[src/rtl/div_pkg.sv]
// Shared types and constants for the sequential restoring divider.
package div_pkg;
    localparam int DIV_W_DEFAULT = 8;

    typedef enum logic [1:0] {
        IDLE,
        RUN,
        DONE
    } div_state_t;
endpackage

[src/rtl/div_row.sv]
// One restoring-division row: shift in a dividend bit, trial-subtract the divisor, restore on borrow.
module div_row
    import div_pkg::*;
#(
    parameter int W = DIV_W_DEFAULT
) (
    input  logic [W-1:0] rem_i,
    input  logic         bit_i,
    input  logic [W-1:0] dvs_i,
    output logic         borrow_o,
    output logic [W-1:0] rem_o
);
    logic [W:0]   shifted;
    logic [W+1:0] diff;
    logic         unused_msb;

    assign shifted  = {rem_i, bit_i};
    assign diff     = {1'b0, shifted} - {2'b00, dvs_i};
    assign borrow_o = diff[W+1];
    // Whichever value is selected is below the divisor, so its top bit is always zero.
    assign rem_o      = borrow_o ? shifted[W-1:0] : diff[W-1:0];
    assign unused_msb = ^{shifted[W], diff[W]};
endmodule

[src/rtl/div_seq.sv]
// Sequential W-cycle restoring divider, signed or unsigned, with valid/ready handshakes on both sides.
module div_seq
    import div_pkg::*;
#(
    parameter int W = DIV_W_DEFAULT
) (
    input  logic         clk_i,
    input  logic         rst_i,
    input  logic         in_valid_i,
    output logic         in_ready_o,
    input  logic         signed_i,
    input  logic [W-1:0] dividend_i,
    input  logic [W-1:0] divisor_i,
    output logic         out_valid_o,
    input  logic         out_ready_i,
    output logic [W-1:0] quotient_o,
    output logic [W-1:0] remainder_o,
    output logic         dbz_o
);
    localparam int CW = $clog2(W);

    div_state_t    state_reg;
    logic [CW-1:0] cnt_reg;
    logic [W-1:0]  dvd_reg;
    logic [W-1:0]  dvs_reg;
    logic [W-1:0]  rem_reg;
    logic          sgn_reg;
    logic          dvd_neg_reg;
    logic          dvs_neg_reg;
    logic          zero_reg;
    logic [W-1:0]  quotient_reg;
    logic [W-1:0]  remainder_reg;
    logic          dbz_reg;

    logic          borrow;
    logic [W-1:0]  row_rem;
    logic [W-1:0]  dvd_mag;
    logic [W-1:0]  dvs_mag;
    logic [W-1:0]  q_next;
    logic [W-1:0]  q_fix;
    logic [W-1:0]  r_fix;

    assign dvd_mag = (signed_i && dividend_i[W-1]) ? -dividend_i : dividend_i;
    assign dvs_mag = (signed_i && divisor_i[W-1])  ? -divisor_i  : divisor_i;

    div_row #(.W(W)) u_row (
        .rem_i    (rem_reg),
        .bit_i    (dvd_reg[W-1]),
        .dvs_i    (dvs_reg),
        .borrow_o (borrow),
        .rem_o    (row_rem)
    );

    // The dividend register doubles as the quotient shift register.
    assign q_next = {dvd_reg[W-2:0], ~borrow};

    // A zero divisor never borrows, so the remainder already holds the dividend magnitude
    // and the sign fix below turns it back into the raw dividend.
    always_comb begin
        q_fix = q_next;
        if (zero_reg)
            q_fix = '1;
        else if (sgn_reg && (dvd_neg_reg ^ dvs_neg_reg))
            q_fix = -q_next;
        r_fix = (sgn_reg && dvd_neg_reg) ? -row_rem : row_rem;
    end

    always_ff @(posedge clk_i) begin
        if (rst_i) begin
            state_reg     <= IDLE;
            cnt_reg       <= '0;
            dvd_reg       <= '0;
            dvs_reg       <= '0;
            rem_reg       <= '0;
            sgn_reg       <= 1'b0;
            dvd_neg_reg   <= 1'b0;
            dvs_neg_reg   <= 1'b0;
            zero_reg      <= 1'b0;
            quotient_reg  <= '0;
            remainder_reg <= '0;
            dbz_reg       <= 1'b0;
        end else begin
            case (state_reg)
                IDLE: begin
                    if (in_valid_i) begin
                        state_reg   <= RUN;
                        cnt_reg     <= CW'(W - 1);
                        dvd_reg     <= dvd_mag;
                        dvs_reg     <= dvs_mag;
                        rem_reg     <= '0;
                        sgn_reg     <= signed_i;
                        dvd_neg_reg <= dividend_i[W-1];
                        dvs_neg_reg <= divisor_i[W-1];
                        zero_reg    <= (divisor_i == '0);
                    end
                end
                RUN: begin
                    dvd_reg <= q_next;
                    rem_reg <= row_rem;
                    cnt_reg <= cnt_reg - 1'b1;
                    if (cnt_reg == '0) begin
                        state_reg     <= DONE;
                        cnt_reg       <= '0;
                        quotient_reg  <= q_fix;
                        remainder_reg <= r_fix;
                        dbz_reg       <= zero_reg;
                    end
                end
                DONE: begin
                    if (out_ready_i)
                        state_reg <= IDLE;
                end
                default: state_reg <= IDLE;
            endcase
        end
    end

    assign in_ready_o  = (state_reg == IDLE);
    assign out_valid_o = (state_reg == DONE);
    assign quotient_o  = quotient_reg;
    assign remainder_o = remainder_reg;
    assign dbz_o       = dbz_reg;
endmodule

[config.mk]
export PLATFORM = sky130hd
export DESIGN_NAME = div_seq
export DESIGN_NICKNAME = d
export VERILOG_FILES = /design/src/rtl/div_pkg.sv /design/src/rtl/div_row.sv /design/src/rtl/div_seq.sv
export SDC_FILE = /design/constraint.sdc
export NUM_CORES = 1
export LEC_CHECK = 0
export BUFFER_PORTS_ARGS = -buffer_cell sky130_fd_sc_hd__clkbuf_2
export CAP_MARGIN = 20
export CORE_ASPECT_RATIO = 1.5
export CORE_MARGIN = 3
export CORE_UTILIZATION = 35
export CTS_BUF_LIST = sky130_fd_sc_hd__clkbuf_8
export CTS_CLUSTER_DIAMETER = 40
export DETAILED_ROUTE_END_ITERATION = 10
export PLACE_DENSITY = 0.6
export RECOVER_POWER = 50
export SETUP_SLACK_MARGIN = 0.1
export SKIP_CTS_REPAIR_TIMING = 1
export SYNTH_ARGS = -nofsm -noshare
export SYNTH_HDL_FRONTEND = slang
export SYNTH_SLANG_ARGS = --single-unit
[constraint.sdc]
create_clock -name clk_i -period 5.4 [get_ports clk_i]
set_input_delay 0.54 -clock clk_i [delete_from_list [all_inputs] [get_ports clk_i]]
set_output_delay 0.54 -clock clk_i [all_outputs]
set_load 0.02 [all_outputs]
# Word-level counts from Yosys, hierarchy flattened
# Cells that the tools add are included.
# op_classes
addsub	6
eq_ne	5
mux	17
bitwise_logic	2
n_reduce_logical	12
# ops
op	n
two-way mux 8 bit	8
negation 8 bit	4
one-hot mux 8 bit (2 select lines)	2
subtractor 9 x 8 -> 10 bit	1
logical NOT 8 bit	1
two-way mux 2 bit	3
two-way mux 3 bit	2
one-hot mux 2 bit (3 select lines)	1
one-hot mux 3 bit (2 select lines)	1
AND reduction 2 bit	3
logical AND 1 bit	4
!= test 2 bit, second input constant	2
logical NOT 3 bit	1
AND reduction 3 bit	1
subtractor 3 x 1 -> 3 bit, second input constant	1
equality test 2 x 1 -> 1 bit, second input constant	1
equality test 2 bit, second input constant	1
logical NOT 2 bit	1
!= test 2 x 1 -> 1 bit, second input constant	1
nonzero test 2 bit	1
inverter 1 bit	1
XOR 1 bit	1
# word_totals
reg_bits	50
in_bits	21
out_inout_bits	19
word_cells	54

# Depth between registers and ports, before layout
# Gate-level depths: netlist (run 1).
# logic_depth
depth_word	5
depth_mapped	14
depth_no_buf	13

# Modules after synthesis
# From an unflattened synthesis (run 1), not the netlist that was laid out.
# unflattened
hier_cells	353
hier_area_um2	2906.5
# by_module_without_submodules
mod	instances	cells_per_inst	area_per_inst_um2	seq_area_each_um2
div_seq	1	297	2444.8	1001.0
div_row	1	56	461.7	0.0

# Least setup slack after synthesis (run 1)
# OpenSTA, ideal clock, no wires.
# synth_timing
path_kind	register to register
startpoint	register dvs_reg[1]
endpoint	register remainder_reg[6] (netlist: remainder_o[6])
setup_time_ns	0.088
arrival_time_ns	2.745
required_time_ns	5.312
setup_slack_ns	2.567
path_stages_with_launch	15
path_buffers	1
period_less_slack_ns	2.833
path_cell_list	dfxtp_1 inv_1 ha_1 nor2b_1 o2111a_2 o311ai_1 nand2b_1 buf_2 a21oi_1 inv_1 ha_1 nor2_1 a31oi_1 a21o_1 a311oi_2
# synth_between
elab_chain_cells	4
# synth_rtl
item	line_no	rtl
from (decl)	div_seq.sv:25	logic [W-1:0] dvs_reg;
from (signal assigned)	div_seq.sv:89	dvs_reg <= dvs_mag;
subtractor 9 x 8 -> 10 bit *	div_row.sv:18	assign diff = {1'b0, shifted} - {2'b00, dvs_i};
two-way mux 8 bit *	div_row.sv:21	assign rem_o = borrow_o ? shifted[W-1:0] : diff[W-1:0];
negation 8 bit	div_seq.sv:65	r_fix = (sgn_reg && dvd_neg_reg) ? -row_rem : row_rem;
two-way mux 8 bit *	div_seq.sv:65	
to (signal assigned)	div_seq.sv:105	remainder_reg <= r_fix;
to (decl)	div_seq.sv:32	logic [W-1:0] remainder_reg;
# Every way passes the cells marked *; elsewhere a longest branch is shown, timed or not.
# A chain may end at the register's enable or synchronous reset.

# Worst setup path after layout (run 1)
# layout_timing
startpoint	register rem_reg[0]
endpoint	register remainder_reg[6] (netlist: remainder_o[6])
# layout_between
elab_chain_cells	4
# layout_rtl
item	line_no	rtl
from (decl)	div_seq.sv:26	logic [W-1:0] rem_reg;
from (signal assigned)	div_seq.sv:99	rem_reg <= row_rem;
subtractor 9 x 8 -> 10 bit	div_row.sv:18	
two-way mux 8 bit *	div_row.sv:21	
negation 8 bit	div_seq.sv:65	
two-way mux 8 bit *	div_seq.sv:65	
# Marked as above.

==> results_dict.tcl, run 1 <==
set metrics [dict create \
    maxClockFrequency_mhz 301.5 \
    setup_cp_type "reg2reg" \
    row_count 41 \
    hpwlAfterDp_mm 6.082 \
    sw_frac_of_total_pct 40.38 \
    avgSynthCellArea_um2 7.776 \
    synth_top_cells_by_count "nor2_1 (52), dfxtp_1 (50), a21oi_1 (38), nand2_1 (38), inv_1 (22)" \
    post_synthesis_share_of_cell_area_spent_on_xor_and_xnor_gates_pct 6.273 \
    combinational_share_of_power_pct 43.1 \
    nature_of_the_critical_path_endpoint "register" \
    route.detailed.wl_per_inst_um 15.52 \
    num_antenna_cells 0 \
    synthesis.nets 431 \
    setup-tns-final_ns 0 \
    number_of_distinct_library_cell_variants_in_the_gate_level_netlist_after_synthesis 56 \
    grt_pass1_vias 2850 \
    synthTopCellsByArea "dfxtp_1 (33%), nor2_1 (6.4%), a21oi_1 (6.2%)" \
    power.total_w 0.001145 \
    synth_simple_gate_area_share_pct 22.89 \
    clk-insertion-delay-late_ns 0.31 \
    htree_levels 2 \
    irDropWorstVdd_mv 0.1272 \
    netlist_area_um2 3072 \
    postRouteAntennaNets 0 \
    track_usage_pct 17.60 \
    synth-seq-area-share_pct 32.59 \
    filler_cell_count 899 \
    synth-compound-area-share_pct 24.60 \
    floorplan.core_area_um2 8464 \
    report.final.setup_viol 0 \
    maxCapViolations 0 \
    fin_worst_skew_ns 0.008232 \
    finalCriticalPeriod_ns 3.317 \
    initial_utilization_pct 36.29 \
    leading_cell_type_by_number_of_instances_after_synthesis "nor2_1" \
    place.gp.congestion 0.8779 \
    synth_top_cell_by_area "dfxtp_1" \
    grt_pass1_wl_mm 13.56 \
    clock_sink_count 50 \
    die_h_um 120.7 \
    clock_power_share_pct 18.9 \
    min_path_type "reg2reg" \
    slew_headroom_pct 27.43 \
    finalWirelength_mm 8.209 \
    slew_violations 0 \
    syn2layout_area_growth_pct 10.39 \
    critical_path.startpoint_type "register" \
    multiplexer_share_of_the_synthesized_area_pct 1.711 \
    clockBufferDepth 2 \
    floorplan.die_area_um2 9959 \
    grt_start_max_net_pins 52 \
    number_of_enable_type_register_cells_in_the_synthesized_netlist 0 \
    io_pins 40 \
    setup_repair_after_global_routing_missed_its_margin "false" \
    leak_nw 1.318 \
    dr.pass1.iters 5 \
    ys_warn_count 0 \
    synth_top_area_share_pct 32.59 \
    adder_and_majority_gate_portion_of_the_synthesized_area_pct 6.354 \
    p_int_w 0.0006824 \
    largest_family_of_logic_cells_by_synthesized_area "compound AO/OA/AOI/OAI gates" \
    drt_drc_violations_left 0 \
    ys_seq_elements 50 \
    net-switching-power_w 0.0004622 \
    layout-drive-gt1-share_pct 10.66 \
    synth_cells 395 \
    finalHoldViolations 0 \
    peak_fanout_along_the_critical_path 12 \
    die_w_um 82.49 \
    tritoncts "built" \
    crit_arrival_ns 3.54 \
    run_status "complete, no violations" \
    final_nets 458 \
    regToRegSetupSlack_ns 2.08 \
    final_worst_slack_ns 2.084 \
    sequential_share_of_power_pct 38.0 \
    cts-buffers-inserted 5 \
    hold-worst-slack_ns 0.4635 \
    place.port_buffers 39 \
    clk_transition_reported_paths_ns 0.10 \
    grt_antenna_before_repair 0 \
    drt_first_iter_violations 250 \
    max_slew.worst_pin.slew_ns 1.089 \
    synth-async-reset-ratio_pct 0 \
    number_of_vias_after_detailed_routing 2966 \
    finalCritPeriodShare_pct 61.42 \
    ys.flop_type "dfxtp_1" \
    grt.overflow.total 0 \
    clk_root_buffer_cell "clkbuf_8" \
    vias_per_cell 5.607 \
    powerDensity_nw_per_um2 337.6 \
    placement.setup.worst_slack_ns 2.159 \
    critPathRequiredTime_ns 5.62 \
]
path summary, 6_finish.rpt:
check	startpoint	cells after the start	to
setup / recovery	rem_reg[0]$_SDFFE_PP0P_	12	remainder_o[6]$_SDFFE_PP0P_
hold / removal	dbz_o$_SDFFE_PP0P_	2	dbz_o$_SDFFE_PP0P_
setup reg to reg	rem_reg[0]$_SDFFE_PP0P_	12	remainder_o[6]$_SDFFE_PP0P_
hold reg to reg	dbz_o$_SDFFE_PP0P_	2	dbz_o$_SDFFE_PP0P_
power groups by stage:
stage | sequential, W | clock, W | combinational (W)
floorplan | 0.000449 | 0 | 0.000363
CTS | 0.000435 | 0.000224 | 0.000496
detailed placement | 0.000444 | 0 | 0.000490
global placement | 0.000442 | 0 | 0.000487
global route | 0.000441 | 0.000239 | 0.000545
finish | 0.000435 | 0.000216 | 0.000493
metal layers:
| metal | track usage [%] | up-vias | share of wire (%) |
|---|---|---|---|
| li1 | - | 1446 | - |
| met1 | 19.25 | 1413 | 39 |
| met2 | 30.72 | 75 | 52 |
| met3 | 3.204 | 32 | 3.5 |
| met4 | 10.02 | 0 | 5.7 |
| met5 | 0 | - | 0 |
worst max-delay path, cell delays in order (launching register included):
cell      delay (ns)
dfxtp_1         0.44
ha_1            0.26
nor2b_1         0.15
o2111a_2        0.28
o311ai_1        0.35
nand2b_1        0.39
a21oi_1         0.34
inv_1           0.08
ha_1            0.24
nor2_1          0.17
a31oi_1         0.09
a21o_1          0.21
a311oi_2        0.24
layout make-up:
type,instances,area [um^2],share of cell area [%]
Tap cell,107,133.9,3.948
Multi-Input combinational cell,300,1899,56.01
Sequential cell,50,1001,29.52
Clock inverter,2,11.26,0.3321
Clock buffer,5,68.82,2.030
Inverter,23,86.33,2.546
Timing Repair Buffer,42,190.2,5.609
stage by stage:
stage / cell area (um^2) / util, % / instances
2_1_floorplan: 3072 / - / 395
3_3_place_gp: 3338 / 39.44 / 522
3_5_place_dp: 3338 / 39.44 / 522
4_1_cts: 3418 / 40.38 / 529
5_1_grt: 3391 / 40.06 / 529
6_report: 3391 / 40.06 / 529
placed cells by master (no fill, tap or decap), types with 4 or more instances in the layout:
master and instances:
ha_1 14, clkbuf_2 20, o22ai_1 8, o21a_1 4, a22oi_1 5, nor2_1 52
a21oi_1 38, a21o_1 4, nand2_1 38, nand2b_1 7, dfxtp_1 50, nor3_1 9
a311oi_1 5, inv_1 23, and2_1 4, a211oi_1 8, nand3_1 12, or3_1 5
o21ai_0 11, xor2_1 13, xnor2_1 9, clkbuf_1 20, clkbuf_8 5, nor4_1 5
logic make-up (layout without fill, tap and decap cells):
logic type / after synthesis / count (layout)
AND/OR/NAND/NOR: 149 / 149
AO/OA/AOI/OAI: 110 / 110
flip-flops: 50 / 50
buffers and inverters: 45 / 72
XOR/XNOR: 22 / 22
adder cells (fa/ha/maj): 15 / 15
multiplexers: 4 / 4
(Power assumes the default switching activity.)
==> run 2, diff against run 1 <==
--- a/config.mk
+++ b/config.mk
@@ -5,6 +5,7 @@
 export SDC_FILE = /design/constraint.sdc
 export NUM_CORES = 1
 export LEC_CHECK = 0
+export ABC_AREA = 1
 export BUFFER_PORTS_ARGS = -buffer_cell sky130_fd_sc_hd__clkbuf_2
 export CAP_MARGIN = 20
 export CORE_ASPECT_RATIO = 1.5
==> constraint.sdc (replaced) <==
create_clock -name clk_i -period 3.3 [get_ports clk_i]
set_input_delay 0.33 -clock clk_i [delete_from_list [all_inputs] [get_ports clk_i]]
set_output_delay 0.33 -clock clk_i [all_outputs]
set_load 0.02 [all_outputs]
==> results_dict.tcl, run 2 <==
set metrics [dict create \
    grt_start_max_net_pins 29 \
    die_h_um 120.2 \
    clk_root_buffer_cell "clkbuf_8" \
    timing.reg2reg.worst_path_depth 8 \
    synth-async-reset-ratio_pct 0 \
    htree_levels 2 \
    critical_path.startpoint_type "register" \
    largest_family_of_logic_cells_by_synthesized_area "simple AND/OR/NAND/NOR gates" \
    synth_simple_gate_area_share_pct 29.54 \
    multiplexer_share_of_the_synthesized_area_pct 0 \
    finalWirelength_mm 7.407 \
    hp-start "out_ready_i" \
    slew_violations 0 \
    row_count 41 \
    place.gp.congestion 0.8208 \
    synth_cells 442 \
    hpwlAfterDp_mm 5.740 \
    num_antenna_cells 0 \
    critPathRequiredTime_ns 3.44 \
    ys_seq_elements 50 \
    io_pins 40 \
    setup_cp_type "reg2reg" \
    clk_transition_reported_paths_ns 0.10 \
    synth_top_cells_by_count "nand2_1 (97), inv_1 (62), dfxtp_1 (50)" \
    finalHoldViolations 0 \
    postRouteAntennaNets 0 \
    max_slew.worst_pin.slew_ns 1.099 \
    top_library_cells_by_usage_in_the_layout_fill_and_taps_aside "nand2_1 (97), inv_1 (63), dfxtp_1 (50)" \
    grt_antenna_before_repair 0 \
    net-switching-power_w 0.0009512 \
    synth_top_area_share_pct 32.91 \
    setup_repair_after_global_routing_missed_its_margin "false" \
    syn2layout_area_growth_pct 11.52 \
    avgSynthCellArea_um2 6.882 \
    irDropWorstVdd_mv 0.2605 \
    ys_warn_count 0 \
    utilization_pct 40.32 \
    grt.overflow.total 0 \
    filler_cell_count 938 \
    hold-path-cell-count 4 \
    finalCritPeriodShare_pct 80.58 \
    grt_pass1_vias 2839 \
    p_int_w 0.001175 \
    synth_top_cell_by_area "dfxtp_1" \
    post_synthesis_share_of_cell_area_spent_on_xor_and_xnor_gates_pct 3.743 \
    die_w_um 82.12 \
    track_usage_pct 16.14 \
    tritoncts "built" \
    reg2reg_from "state_reg[1]$_SDFFE_PP0P_" \
    placement.setup.worst_slack_ns 0.7736 \
    floorplan.core_area_um2 8413 \
    holdPathEnd "state_reg[1]$_SDFFE_PP0P_" \
    combinational_share_of_power_pct 49.5 \
    synth-compound-area-share_pct 17.28 \
    clk-insertion-delay-late_ns 0.30 \
    final_cells 586 \
    regToRegSetupSlack_ns 0.64 \
    route.detailed.wl_per_inst_um 12.64 \
    area.sequential_um2 1001 \
    synth-seq-area-share_pct 32.91 \
    netlist_area_um2 3042 \
    synthesis.nets 478 \
    powerDensity_nw_per_um2 626.9 \
    place.port_buffers 39 \
    cts-buffers-inserted 5 \
    ys.flop_type "dfxtp_1" \
    min_path_type "in2reg" \
    drt_drc_violations_left 0 \
    clockBufferDepth 2 \
    sequential_share_of_power_pct 34.3 \
    crit_arrival_ns 2.80 \
    report.final.setup_viol 0 \
    area_of_the_multi_input_gates_um2 1733 \
    finalCriticalPeriod_ns 2.659 \
    clock_sink_count 50 \
    dr.pass1.iters 4 \
    number_of_enable_type_register_cells_in_the_synthesized_netlist 0 \
    maxClockFrequency_mhz 376.1 \
    sw_frac_of_total_pct 44.73 \
    peak_fanout_along_the_critical_path 23 \
    leak_nw 1.583 \
    drt_first_iter_violations 112 \
    slew_headroom_pct 26.72 \
    final_nets 515 \
    run_status "complete, no violations" \
    final_worst_slack_ns 0.6409 \
    number_of_distinct_library_cell_variants_in_the_gate_level_netlist_after_synthesis 40 \
    maxCapViolations 0 \
    number_of_vias_after_detailed_routing 2868 \
    adder_and_majority_gate_portion_of_the_synthesized_area_pct 6.417 \
    floorplan.die_area_um2 9868 \
    synthTopCellsByArea "dfxtp_1 (33%), nand2_1 (12%), inv_1 (7.7%)" \
    nature_of_the_critical_path_endpoint "register" \
    leading_cell_type_by_number_of_instances_after_synthesis "nand2_1" \
    timing.rr.end "dvd_reg[4]$_SDFFE_PP0P_" \
    hold-worst-slack_ns 0.3176 \
    grt_pass1_wl_mm 12.50 \
    vias_per_cell 4.894 \
    initial_utilization_pct 36.15 \
    layout-drive-gt1-share_pct 10.86 \
    mostFrequentLayoutCell "nand2_1" \
    clock_power_share_pct 16.3 \
    dp.cells 579 \
    fin_worst_skew_ns 0.01083 \
    setup-tns-final_ns 0 \
]
[run 2: changes by cell type after synthesis, sizes merged, moves of 7 or more]
cell	change
nand2b	-7
clkbuf	-7
nand3	+13
inv	+42
nor2	-8
nand2	+70
o21ai	+16
o221ai	+7
a211oi	-8
[run 2: worst max-delay path by stage]
stage                                    startpoint                         end  cells after the start
after global routing      state_reg[1]$_SDFFE_PP0P_     dvd_reg[0]$_SDFFE_PP0P_                      9
after detailed placement    dvs_reg[4]$_SDFFE_PP0P_  quotient_o[6]$_SDFFE_PP0P_                     14
after floorplan             dvs_reg[4]$_SDFFE_PP0P_  quotient_o[6]$_SDFFE_PP0P_                     15
after global placement      dvs_reg[4]$_SDFFE_PP0P_  quotient_o[6]$_SDFFE_PP0P_                     14
after CTS                   dvs_reg[4]$_SDFFE_PP0P_  quotient_o[6]$_SDFFE_PP0P_                     14
final                     state_reg[1]$_SDFFE_PP0P_     dvd_reg[4]$_SDFFE_PP0P_                      8
[run 2: cell type report]
cell class	count	share of cell area (%)
clock buffers	5	2.029
multi-input cells	313	51.09
well taps	107	3.947
clock inverters	2	0.3320
repair buffers	43	5.791
flip-flops and latches	50	29.51
inverters	66	7.304
[run 2: stage by stage]
stage          power [W]  area, um^2
4_1_cts         0.002159        3421
3_3_place_gp    0.001787        3341
3_5_place_dp    0.001813        3341
6_report        0.002126        3392
5_1_grt         0.002327        3392
2_1_floorplan   0.001594        3042
[run 2: power groups by stage]
stage | registers [W] | clock network [W] | logic, W
2_1_floorplan | 0.000754 | 0 | 0.000840
3_3_place_gp | 0.000742 | 0 | 0.00104
3_5_place_dp | 0.000744 | 0 | 0.00107
4_1_cts | 0.000730 | 0.000357 | 0.00107
5_1_grt | 0.000738 | 0.000386 | 0.00120
6_report | 0.000729 | 0.000346 | 0.00105
[run 2: cells by family after synthesis]
group,after synthesis
fa+ha+maj,15
simple gates,196
compound gates,89
flops,50
buf+inv,79
xor+xnor,13
[run 2: critical path: stages, from the launching register on]
cell and delay, ns:
dfxtp_1 0.34, nor2_1 0.21, nand2_1 0.32, inv_1 0.12, clkbuf_1 0.72, nor2_1 0.34, buf_4 0.29, nand2_1 0.07
a31oi_1 0.07
[run 2: per-layer routing]
layer / vias to the layer above / global-route usage [%] / share of wire [%] / wire, um
met5: - / 0 / 0 / 0
met4: 0 / 6.133 / 2.9 / 217
met3: 13 / 2.086 / 2.6 / 190
met1: 1297 / 17.04 / 39 / 2885
met2: 46 / 30.97 / 56 / 4113
li1: 1512 / - / - / -
